[config.mk]
export PLATFORM = sky130hd
export DESIGN_NAME = fetch_stage_flat
export DESIGN_NICKNAME = d
export VERILOG_FILES = /design/src/rtl/fetch_stage_pkg.sv /design/src/rtl/fetch_stage_if.sv /design/src/rtl/fetch_stage_if_id_reg.sv /design/src/rtl/fetch_stage.sv /design/src/flat_wrapper.sv
export SDC_FILE = /design/constraint.sdc
export NUM_CORES = 1
export LEC_CHECK = 0
export ABC_CLOCK_PERIOD_IN_PS = 4340
export CORE_UTILIZATION = 24
export CTS_CLUSTER_DIAMETER = 60
export CTS_CLUSTER_SIZE = 40
export DETAILED_ROUTE_END_ITERATION = 8
export PLACE_DENSITY = 0.6
export SLEW_MARGIN = 20
export SYNTH_ARGS = -nofsm -noshare
export SYNTH_HDL_FRONTEND = slang
export SYNTH_HIERARCHICAL = 1
export SYNTH_SLANG_ARGS = --single-unit
[constraint.sdc]
create_clock -name clk -period 4.34 [get_ports clk]
set_clock_uncertainty 0.15 [all_clocks]
set_input_delay 0.868 -clock clk [delete_from_list [all_inputs] [get_ports clk]]
set_output_delay 0.868 -clock clk [all_outputs]
set_load 0.05 [all_outputs]
[src/rtl/fetch_stage_pkg.sv]
// -----------------------------------------------------------------------------
// cpu_pkg
// Shared definitions for the 8-bit Harvard pipelined core: bus widths, the
// HALT opcode, the interrupt entry address and the fetch FSM state encoding.
// No ports (package).
// -----------------------------------------------------------------------------
package cpu_pkg;

    localparam int ADDR_W = 8;
    localparam int DATA_W = 8;

    localparam logic [DATA_W-1:0] OP_HALT    = 8'hFF;
    localparam logic [ADDR_W-1:0] INT_VECTOR = 8'hF0;
    localparam logic [ADDR_W-1:0] RESET_PC   = 8'h00;

    typedef enum logic [1:0] {
        FS_BOOT = 2'd0,
        FS_RUN  = 2'd1,
        FS_HALT = 2'd2
    } fetch_state_t;

    // PC increment wraps modulo 2^ADDR_W with no carry out.
    function automatic logic [ADDR_W-1:0] pc_inc(input logic [ADDR_W-1:0] pc);
        return pc + 1'b1;
    endfunction

endpackage

[src/rtl/fetch_stage_if.sv]
// -----------------------------------------------------------------------------
// fetch_stage_if
// Bundles the fetch stage's control, instruction-memory and IF/ID signals.
// Optional interrupt signals exist only when FETCH_IRQ_EN is defined.
//   master : the fetch stage itself
//   slave  : the surrounding core (hazard unit, imem, decode, irq source)
// Signals:
//   stall_i, redirect_i, redirect_pc_i   control into fetch
//   imem_addr_o / imem_data_i            instruction memory port
//   ifid_valid_o, ifid_instr_o, ifid_pc_o IF/ID pipeline register
//   halted_o                             fetch stopped on HALT
//   irq_i, irq_done_i, irq_ack_o, epc_o  interrupt handshake (FETCH_IRQ_EN)
// -----------------------------------------------------------------------------
interface fetch_stage_if;
    import cpu_pkg::*;

    logic              stall_i;
    logic              redirect_i;
    logic [ADDR_W-1:0] redirect_pc_i;
    logic [ADDR_W-1:0] imem_addr_o;
    logic [DATA_W-1:0] imem_data_i;
    logic              ifid_valid_o;
    logic [DATA_W-1:0] ifid_instr_o;
    logic [ADDR_W-1:0] ifid_pc_o;
    logic              halted_o;
`ifdef FETCH_IRQ_EN
    logic              irq_i;
    logic              irq_done_i;
    logic              irq_ack_o;
    logic [ADDR_W-1:0] epc_o;
`endif

    modport master (
        input  stall_i, redirect_i, redirect_pc_i, imem_data_i,
`ifdef FETCH_IRQ_EN
        input  irq_i, irq_done_i,
        output irq_ack_o, epc_o,
`endif
        output imem_addr_o, ifid_valid_o, ifid_instr_o, ifid_pc_o, halted_o
    );

    modport slave (
        output stall_i, redirect_i, redirect_pc_i, imem_data_i,
`ifdef FETCH_IRQ_EN
        output irq_i, irq_done_i,
        input  irq_ack_o, epc_o,
`endif
        input  imem_addr_o, ifid_valid_o, ifid_instr_o, ifid_pc_o, halted_o
    );

endinterface

[src/rtl/fetch_stage_if_id_reg.sv]
// -----------------------------------------------------------------------------
// if_id_reg
// IF/ID pipeline register. Flush clears valid (instr/pc keep their last
// value, they are don't-care while invalid); hold keeps everything; otherwise
// a new valid instruction is captured. Flush wins over hold.
// Ports:
//   clk, rst_n        clock, async active-low reset
//   i_hold, i_flush   register control
//   i_instr, i_pc     instruction and its address to capture
//   o_valid, o_instr, o_pc  register contents
// -----------------------------------------------------------------------------
module if_id_reg
    import cpu_pkg::*;
(
    input  logic              clk,
    input  logic              rst_n,
    input  logic              i_hold,
    input  logic              i_flush,
    input  logic [DATA_W-1:0] i_instr,
    input  logic [ADDR_W-1:0] i_pc,
    output logic              o_valid,
    output logic [DATA_W-1:0] o_instr,
    output logic [ADDR_W-1:0] o_pc
);

    logic              r_valid;
    logic [DATA_W-1:0] r_instr;
    logic [ADDR_W-1:0] r_pc;

    always_ff @(posedge clk or negedge rst_n) begin
        if (!rst_n) begin
            r_valid <= 1'b0;
            r_instr <= '0;
            r_pc    <= '0;
        end else if (i_flush) begin
            r_valid <= 1'b0;
        end else if (!i_hold) begin
            r_valid <= 1'b1;
            r_instr <= i_instr;
            r_pc    <= i_pc;
        end
    end

    assign o_valid = r_valid;
    assign o_instr = r_instr;
    assign o_pc    = r_pc;

endmodule

[src/rtl/fetch_stage.sv]
// -----------------------------------------------------------------------------
// fetch_stage
// Instruction-fetch stage: owns the PC, the BOOT/RUN/HALT fetch FSM,
// stall/redirect handling and (optionally) interrupt entry. Feeds decode via
// the if_id_reg sub-module.
// Optional feature macro: FETCH_IRQ_EN (interrupt entry, irq ports, epc).
// Ports:
//   clk    core clock, rising edge
//   rst_n  asynchronous active-low reset
//   bus    fetch_stage_if.master (control, imem, IF/ID, halt, irq)
//
// state | meaning
// BOOT  | first cycle after reset, bubble, PC not advanced
// RUN   | fetching one instruction per non-stalled cycle
// HALT  | HALT opcode issued, PC frozen, waiting for redirect
// -----------------------------------------------------------------------------
module fetch_stage
    import cpu_pkg::*;
#(
    parameter logic [ADDR_W-1:0] RESET_PC    = cpu_pkg::RESET_PC,
    parameter logic [DATA_W-1:0] HALT_OPCODE = OP_HALT
`ifdef FETCH_IRQ_EN
   ,parameter logic [ADDR_W-1:0] INT_VECTOR  = cpu_pkg::INT_VECTOR
`endif
) (
    input  logic          clk,
    input  logic          rst_n,
    fetch_stage_if.master bus
);

    localparam logic [1:0] S_BOOT = FS_BOOT;
    localparam logic [1:0] S_RUN  = FS_RUN;
    localparam logic [1:0] S_HALT = FS_HALT;

    logic [ADDR_W-1:0] r_pc;
    logic [1:0]        r_state;
    logic              w_hold;
    logic              w_flush;
    logic              w_take_irq;

`ifdef FETCH_IRQ_EN
    logic              r_in_service;
    logic              r_irq_ack;
    logic [ADDR_W-1:0] r_epc;
`endif

    always_comb begin
        w_take_irq = 1'b0;
`ifdef FETCH_IRQ_EN
        w_take_irq = (r_state == S_RUN) && !bus.redirect_i && !bus.stall_i &&
                     bus.irq_i && !r_in_service;
`endif
        w_hold  = bus.stall_i && !bus.redirect_i;
        // Anything other than a plain RUN fetch leaves a bubble behind it.
        w_flush = bus.redirect_i ||
                  (!bus.stall_i && ((r_state != S_RUN) || w_take_irq));
    end

    always_ff @(posedge clk or negedge rst_n) begin
        if (!rst_n) begin
            r_pc    <= RESET_PC;
            r_state <= S_BOOT;
        end else if (bus.redirect_i) begin
            r_pc    <= bus.redirect_pc_i;
            r_state <= S_RUN;
        end else if (!bus.stall_i) begin
            case (r_state)
                S_BOOT: r_state <= S_RUN;
                S_RUN: begin
                    if (w_take_irq) begin
`ifdef FETCH_IRQ_EN
                        r_pc <= INT_VECTOR;
`endif
                    end else begin
                        r_pc <= pc_inc(r_pc);
                        if (bus.imem_data_i == HALT_OPCODE)
                            r_state <= S_HALT;
                    end
                end
                S_HALT:  r_state <= S_HALT;
                default: r_state <= S_BOOT;
            endcase
        end
    end

`ifdef FETCH_IRQ_EN
    always_ff @(posedge clk or negedge rst_n) begin
        if (!rst_n) begin
            r_in_service <= 1'b0;
            r_irq_ack    <= 1'b0;
            r_epc        <= '0;
        end else begin
            r_irq_ack <= w_take_irq;
            if (w_take_irq) begin
                r_epc        <= r_pc;
                r_in_service <= 1'b1;
            end else if (bus.irq_done_i) begin
                r_in_service <= 1'b0;
            end
        end
    end

    assign bus.irq_ack_o = r_irq_ack;
    assign bus.epc_o     = r_epc;
`endif

    if_id_reg u_if_id_reg (
        .clk     (clk),
        .rst_n   (rst_n),
        .i_hold  (w_hold),
        .i_flush (w_flush),
        .i_instr (bus.imem_data_i),
        .i_pc    (r_pc),
        .o_valid (bus.ifid_valid_o),
        .o_instr (bus.ifid_instr_o),
        .o_pc    (bus.ifid_pc_o)
    );

    assign bus.imem_addr_o = r_pc;
    assign bus.halted_o    = (r_state == S_HALT);

endmodule

[src/flat_wrapper.sv]
// flat-port wrapper written by rule: the top's interface ports become plain ports
module fetch_stage_flat import cpu_pkg::*;
#(
    parameter logic [ADDR_W-1:0] RESET_PC    = cpu_pkg::RESET_PC,
    parameter logic [DATA_W-1:0] HALT_OPCODE = OP_HALT

)
  (clk, rst_n, bus_stall_i, bus_redirect_i, bus_redirect_pc_i, bus_imem_data_i, bus_imem_addr_o, bus_ifid_valid_o, bus_ifid_instr_o, bus_ifid_pc_o, bus_halted_o);
  fetch_stage_if bus_i ();
  input  logic clk;
  input  logic rst_n;
  input wire logic [$bits(bus_i.stall_i)-1:0] bus_stall_i;
  input wire logic [$bits(bus_i.redirect_i)-1:0] bus_redirect_i;
  input wire logic [$bits(bus_i.redirect_pc_i)-1:0] bus_redirect_pc_i;
  input wire logic [$bits(bus_i.imem_data_i)-1:0] bus_imem_data_i;
  output wire logic [$bits(bus_i.imem_addr_o)-1:0] bus_imem_addr_o;
  output wire logic [$bits(bus_i.ifid_valid_o)-1:0] bus_ifid_valid_o;
  output wire logic [$bits(bus_i.ifid_instr_o)-1:0] bus_ifid_instr_o;
  output wire logic [$bits(bus_i.ifid_pc_o)-1:0] bus_ifid_pc_o;
  output wire logic [$bits(bus_i.halted_o)-1:0] bus_halted_o;
  assign bus_i.stall_i = bus_stall_i;
  assign bus_i.redirect_i = bus_redirect_i;
  assign bus_i.redirect_pc_i = bus_redirect_pc_i;
  assign bus_i.imem_data_i = bus_imem_data_i;
  assign bus_imem_addr_o = bus_i.imem_addr_o;
  assign bus_ifid_valid_o = bus_i.ifid_valid_o;
  assign bus_ifid_instr_o = bus_i.ifid_instr_o;
  assign bus_ifid_pc_o = bus_i.ifid_pc_o;
  assign bus_halted_o = bus_i.halted_o;
  fetch_stage #(.RESET_PC(RESET_PC), .HALT_OPCODE(HALT_OPCODE)) u_core (.clk(clk), .rst_n(rst_n), .bus(bus_i));
endmodule
==> impl_summary.log <==
INFO  metric run_status = complete, no violations
INFO  metric reg2reg_setup_slack = 2.15 ns
INFO  metric timing.rr.start = u_core/r_state[1]$_DFFE_PN0P_
INFO  metric cts_hold_buffers = 0
INFO  metric placed_cell_area = 1840 um2
INFO  metric pwr-share-clk = 0.127
INFO  metric critPathKind = in2reg
INFO  metric placer_s_final_routability_congestion_estimate = 0.754
INFO  metric internal_power = 0.000638 W
INFO  metric nFillCells = 507
INFO  metric clock_insertion_delay_worst_skew = 0.28 ns
INFO  metric setup-tns-final = 0 ns
INFO  metric dp_hpwl = 2.36 mm
INFO  metric syn_avg_cell_area = 12.8 um2
INFO  metric path_max_fanout = 18
INFO  metric cts_buffers = 3
INFO  metric netlist_instances = 104
INFO  metric slew_violations = 0
INFO  metric hold-path-endpoint = u_core/u_if_id_reg/o_pc[5]$_DFFE_PN0P_
INFO  metric worstHoldPathCells = 1
INFO  metric die_extent_in_x = 76.4 um
INFO  metric diodes = 0
INFO  metric first_global_vias = 1058
INFO  metric grt_pass1_wl = 5.04 mm
INFO  metric avgRoutedWirePerCell = 13.7 um
INFO  metric worstHoldStart = u_core/u_if_id_reg/o_pc[5]$_DFFE_PN0P_
INFO  metric die_y = 76.4 um
INFO  metric rows = 26
INFO  metric route.antenna.remaining_nets = 0
INFO  metric p_leak = 0.794 nW
INFO  metric max_clock_buf_depth = 2
INFO  metric r2r_end = u_core/u_if_id_reg/o_instr[3]$_DFFE_PN0P_
INFO  metric met1Wirelength = 1.30 mm
INFO  metric ys_async_sr_fraction = 1.00
INFO  metric worst_setup_path_end_kind = flip-flop
INFO  metric worst_setup_hold_path_clk_slew = 0.09 ns
INFO  metric seq_area_frac_synth = 0.508
INFO  metric grt_setup_unrepaired = false
INFO  metric grt_max_degree = 28
INFO  metric fraction_of_final_layout_cells_sized_beyond_drive_strength_1 = 0.166
INFO  metric floorplan.core_area = 5200 um2
INFO  metric initialDrtViolationCount = 26
INFO  metric kind_of_launch_point_of_the_worst_setup_path = input pin
INFO  metric maxClockFrequency = 340 MHz
INFO  metric yosysWarningCount = 6
INFO  metric mappedNetlistNets = 128
INFO  metric antenna_violations_before_repair = 0
INFO  metric globalRoute.totalOverflow = 0
INFO  metric cts-htree-levels = 1
INFO  metric setup_viol = 0
INFO  metric dp_worst_setup_slack = 1.06 ns
INFO  metric timing.max_cap.violations = 0
INFO  metric worst-slew-pin-transition = 0.727 ns
INFO  metric io_buffer_count = 45
INFO  metric layout_worst_path_cycle_share = 0.677
INFO  metric met2_length = 1.59 mm
INFO  metric cpMaxStageDelayCell = clkdlybuf4s50_1
INFO  metric overall_routed_net_length = 3.02 mm
INFO  metric floorplan.io_pins = 46
INFO  metric synth_enable_flop_cells = 0
INFO  metric synth_most_common_cell = dfrtp_1
INFO  metric start_util = 0.255
INFO  metric cts_sink_cnt = 27
INFO  metric grt_usage = 0.110
INFO  metric synth_top_cells_by_area = dfrtp_1 (51%), mux2_4 (11%), mux2_2 (5.1%)
INFO  metric clock_tree_from_tritoncts = built
INFO  metric critical_path.cell_chain = clkdlybuf4s50_1 -> inv_1 -> nand2_1 -> nor2_4 -> mux2_2
INFO  metric worst-r2r-cell-count = 6
INFO  metric design.die.area = 5840 um2
INFO  metric sequential_share_of_power = 0.335
INFO  metric met3_wirelength = 75 um
INFO  metric postSynthRegisterBits = 27
INFO  metric synth_largest_area_cell = dfrtp_1
INFO  metric nNetsFinal = 176
INFO  metric final_instance_area = 1890 um2
INFO  metric slew_headroom = 0.509
INFO  metric holdCritPathClass = reg2reg
INFO  metric synth_top_area_share = 0.508
INFO  metric power.density = 612 nW/um2
INFO  metric root_buffer_cell = clkbuf_8
INFO  metric worst-endpoint-required = 4.36 ns
INFO  metric post_cts_resized = 0
INFO  metric worst_ep_arrival_time = 2.96 ns
INFO  metric hold_ws = 0.370 ns
INFO  metric synth_area = 1330 um2
INFO  metric routed_via_density = 4.46
INFO  metric timing.critical_path.buf_inv = 2
INFO  metric highest_layer = met4
INFO  metric final.min_clock_period = 2.94 ns
INFO  metric flow.area_growth_from_synthesis = 42.1%
INFO  metric switch_share = 0.448
INFO  metric drt-pass1-iter-count = 5
INFO  metric multi_input_area = 599 um2
INFO  metric timing.critical_path.slowest_cell_delay = 0.69 ns
INFO  metric drt_drc_violations_left = 0
INFO  metric via_count = 986
INFO  metric portion_of_total_power_attributed_to_combinational_logic = 0.538
INFO  metric hold_viol = 0
INFO  metric synth_top_flop_cell = dfrtp_1
INFO  metric synthDistinctLibCells = 32
INFO  metric total_switching_power = 0.000518 W
INFO  metric min_setup_slack_post_route = 1.40 ns
INFO  metric power.ir.vdd_worst = 0.276 mV
INFO  metric area.sequential = 676 um2
INFO  metric commonest_cells_in_the_netlist = dfrtp_1 (27), mux2_4 (10), nand2_1 (8)
INFO  metric post_cts_repair_timing_setup_buffer_count = 0
INFO  metric critical_path.top_delay_family = buffers and inverters
INFO  metric final_core_util = 0.363
-- layout by cell type, fill, tap and decap left out, drive strengths merged, types with 2 or more instances in the layout --
| cell type | count |
|---|---|
| dfrtp | 27 |
| o211ai | 3 |
| mux2 | 16 |
| or4 | 4 |
| nand2 | 8 |
| nand4 | 3 |
| mux2i | 3 |
| clkdlybuf4s50 | 45 |
| clkbuf | 3 |
| nand3 | 5 |
| nor2 | 4 |
| ha | 4 |
| inv | 5 |
| nand2b | 2 |
| o21ai | 3 |
-- power groups by stage --
stage	Sequential, W	Clock, W	Combinational (W)
finish	0.000388	0.000147	0.000621
detailed placement	0.000393	0	0.000626
global route	0.000401	0.000166	0.000651
global placement	0.000390	0	0.000621
CTS	0.000389	0.000152	0.000628
floorplan	0.000632	0	0.000181
-- sequential cells by signal, summed over array words and instances (netlist names) --
| signal | flops |
|---|---|
| u_core/u_if_id_reg/o_pc | 8 |
| u_core/u_if_id_reg/o_instr | 8 |
| u_core/u_if_id_reg/o_valid | 1 |
| u_core/r_state | 2 |
| u_core/bus.imem_addr_o | 8 |
-- kinds of logic after synthesis --
| group | count (synthesis) | share of synthesized area |
|---|---|---|
| XOR/XNOR | 2 | 0.0132 |
| AO/OA/AOI/OAI | 12 | 0.0631 |
| flip-flops | 27 | 0.508 |
| adder cells (fa/ha/maj) | 4 | 0.0377 |
| AND/OR/NAND/NOR | 32 | 0.151 |
| buffers and inverters | 8 | 0.0405 |
| multiplexers | 19 | 0.186 |
-- routing by layer --
metal	track usage	up-vias
met5	0	-
met4	0.0577	0
met3	0.0108	5
met2	0.198	21
met1	0.129	492
li1	-	468
-- worst max-delay path by stage --
| stage | startpoint | to | slack, ns | cells past startpoint |
|---|---|---|---|---|
| floorplan | bus_redirect_i | u_core/u_if_id_reg/o_instr[0]$_DFFE_PN0P_ | 2.16 | 6 |
| global placement | bus_redirect_i | u_core/u_if_id_reg/o_instr[6]$_DFFE_PN0P_ | 1.20 | 5 |
| detailed placement | bus_redirect_i | u_core/u_if_id_reg/o_instr[3]$_DFFE_PN0P_ | 1.06 | 5 |
| CTS | bus_redirect_i | u_core/u_if_id_reg/o_instr[3]$_DFFE_PN0P_ | 1.36 | 5 |
| global route | bus_redirect_i | u_core/u_if_id_reg/o_instr[7]$_DFFE_PN0P_ | 1.24 | 5 |
| finish | bus_redirect_i | u_core/u_if_id_reg/o_instr[3]$_DFFE_PN0P_ | 1.40 | 5 |
-- through the flow --
step,total power [W],cells
detailed placement,0.00102,217
global placement,0.00101,217
CTS,0.00117,221
finish,0.00116,221
global route,0.00122,221
floorplan,0.000813,104
-- layout make-up --
class / instances / share of cell area
clock buffers: 3 / 0.0219
inverters: 5 / 0.00994
repair buffers: 46 / 0.243
flip-flops and latches: 27 / 0.358
well taps: 70 / 0.0464
clock inverters: 1 / 0.00398
multi-input cells: 69 / 0.317
(Power assumes the default switching activity.)
==> patch, RTL diff (config.mk and constraints unchanged) <==
Set the package constant `DATA_W` to 10 (it was 8).
--- a/src/rtl/fetch_stage_pkg.sv
+++ b/src/rtl/fetch_stage_pkg.sv
@@ -8,5 +8,5 @@
 
     localparam int ADDR_W = 8;
-    localparam int DATA_W = 8;
+    localparam int DATA_W = 10;
 
     localparam logic [DATA_W-1:0] OP_HALT    = 8'hFF;
Interface: changed (resized bus_ifid_instr_o and bus_imem_data_i); port bits go from 46 to 50. No check against the original RTL was run, so the function may have changed too.
==> patch against the unedited design <==
Fmax down 0.55%. Synthesized area is 5.2% higher. Total power rose by 15%. Non-clock buffer count grew 4. Die area up 5.0%. Critical path type unchanged. Largest power group unchanged. Register-to-register slack barely moved. Utilization grew 0.65 points. Sequential cell count up 2. Global-route usage is 0.58 points higher. Setup slack got worse by 0.016 ns. Routed wire length up 6.7%. Cell area increased by 9.0%.
==> patch: results (changes against the unedited design) <==
| Metric | Value |
|---|---|
| Status | `finished clean` |
| Synth top area cells | `dfrtp_1 52%, mux2_4 11%, mux2_2 6.4%, ha_1 3.6%, or4_1 2.7%` |
| Xor-xnor portion of the synthesized cell area | `1.25% (-0.065 points)` |
| Worst-path clk slew | `0.06 ns (-0.03 ns)` |
| Synth Area in Adders | `3.58% (-0.19 points)` |
| Seq area share | `35.3% (-0.53 points)` |
| Layout cells sized above 1 | `19.0% (+2.5 points)` |
| GP Congestion | `0.695 (-7.8%)` |
| Total GRT Usage | `11.6% (+0.58 points)` |
| Worst vdd ir | `0.368 mV (+33%)` |
| Fraction of area in multi-input gates | `30.0% (-1.8 points)` |
| Syn nets | `134 (+4.7%)` |
| CTS sink cnt | `29 (+7.4%)` |
| Final Instance Area | `2060 um2 (+9.0%)` |
| First-pass GRT wire length | `5.38 mm (+6.7%)` |
| Placed cell area | `1960 um2 (+6.4%)` |
| Non-clk invs | `7 (+2)` |
| Final-layout clock-cell area share | `4.92% (+2.3 points)` |
| Hold path start | `u_core/u_if_id_reg/o_instr[5]` |
| Hold endpoint | `u_core/u_if_id_reg/o_instr[5]` |
| Mux cell area share after synthesis | `19.3% (+0.69 points)` |
| Seq/Total Area, Yosys | `51.9% (+1.1 points)` |
| Top post-synthesis cells by count | `29 x dfrtp_1, 10 x mux2_4, 9 x nand2_1` |
| Port Buffers | `49 (+8.9%)` |
| Internal power | `0.760 mW (+19%)` |
| Post-synth cell types | `28 (-13%)` |
| Pre-CTS WS | `1.07 ns (+0.0113 ns)` |
| Vias after detailed routing | `1035 (+5.0%)` |
| Num CTS Buffers | `5 (+2)` |
| # fillers | `555 (+9.5%)` |
| Clock network power share | `18.5% (+5.8 points)` |
==> patch: changes by cell type in the layout (fill, tap and decap cells not counted), sizes merged, moves of 2 or more <==
cell / before / now
clkbuf: 3 / 7
clkdlybuf4s50: 45 / 49
dfrtp: 27 / 29
inv: 5 / 7
mux2: 16 / 18
==> patch: cell families after synthesis <==
group	after synthesis
AOI/OAI and AO/OA	12
xor gates and xnor gates	2
adders and majority gates	4
buffers and inverters	10
DFF	29
muxes	21
and+or+nand+nor	30
==> patch: stage by stage <==
step                      hold WS, ns  utilization (%)  instances  power [mW]
after floorplan                 0.382                -        108       0.864
after global placement          0.341             35.1        227        1.08
after detailed placement        0.346             35.1        227        1.09
after CTS                       0.361             36.9        235        1.34
after global routing            0.383             36.9        235        1.39
final                           0.360             36.9        235        1.33
==> patch: metal layers <==
layer / part of all wire, % / GRT usage (%) / vias up
li1: - / - / 491
met1: 45 / 14.6 / 510
met2: 49 / 18.2 / 27
met3: 4.6 / 3.60 / 7
met4: 1.8 / 5.19 / 0
met5: 0 / 0 / -
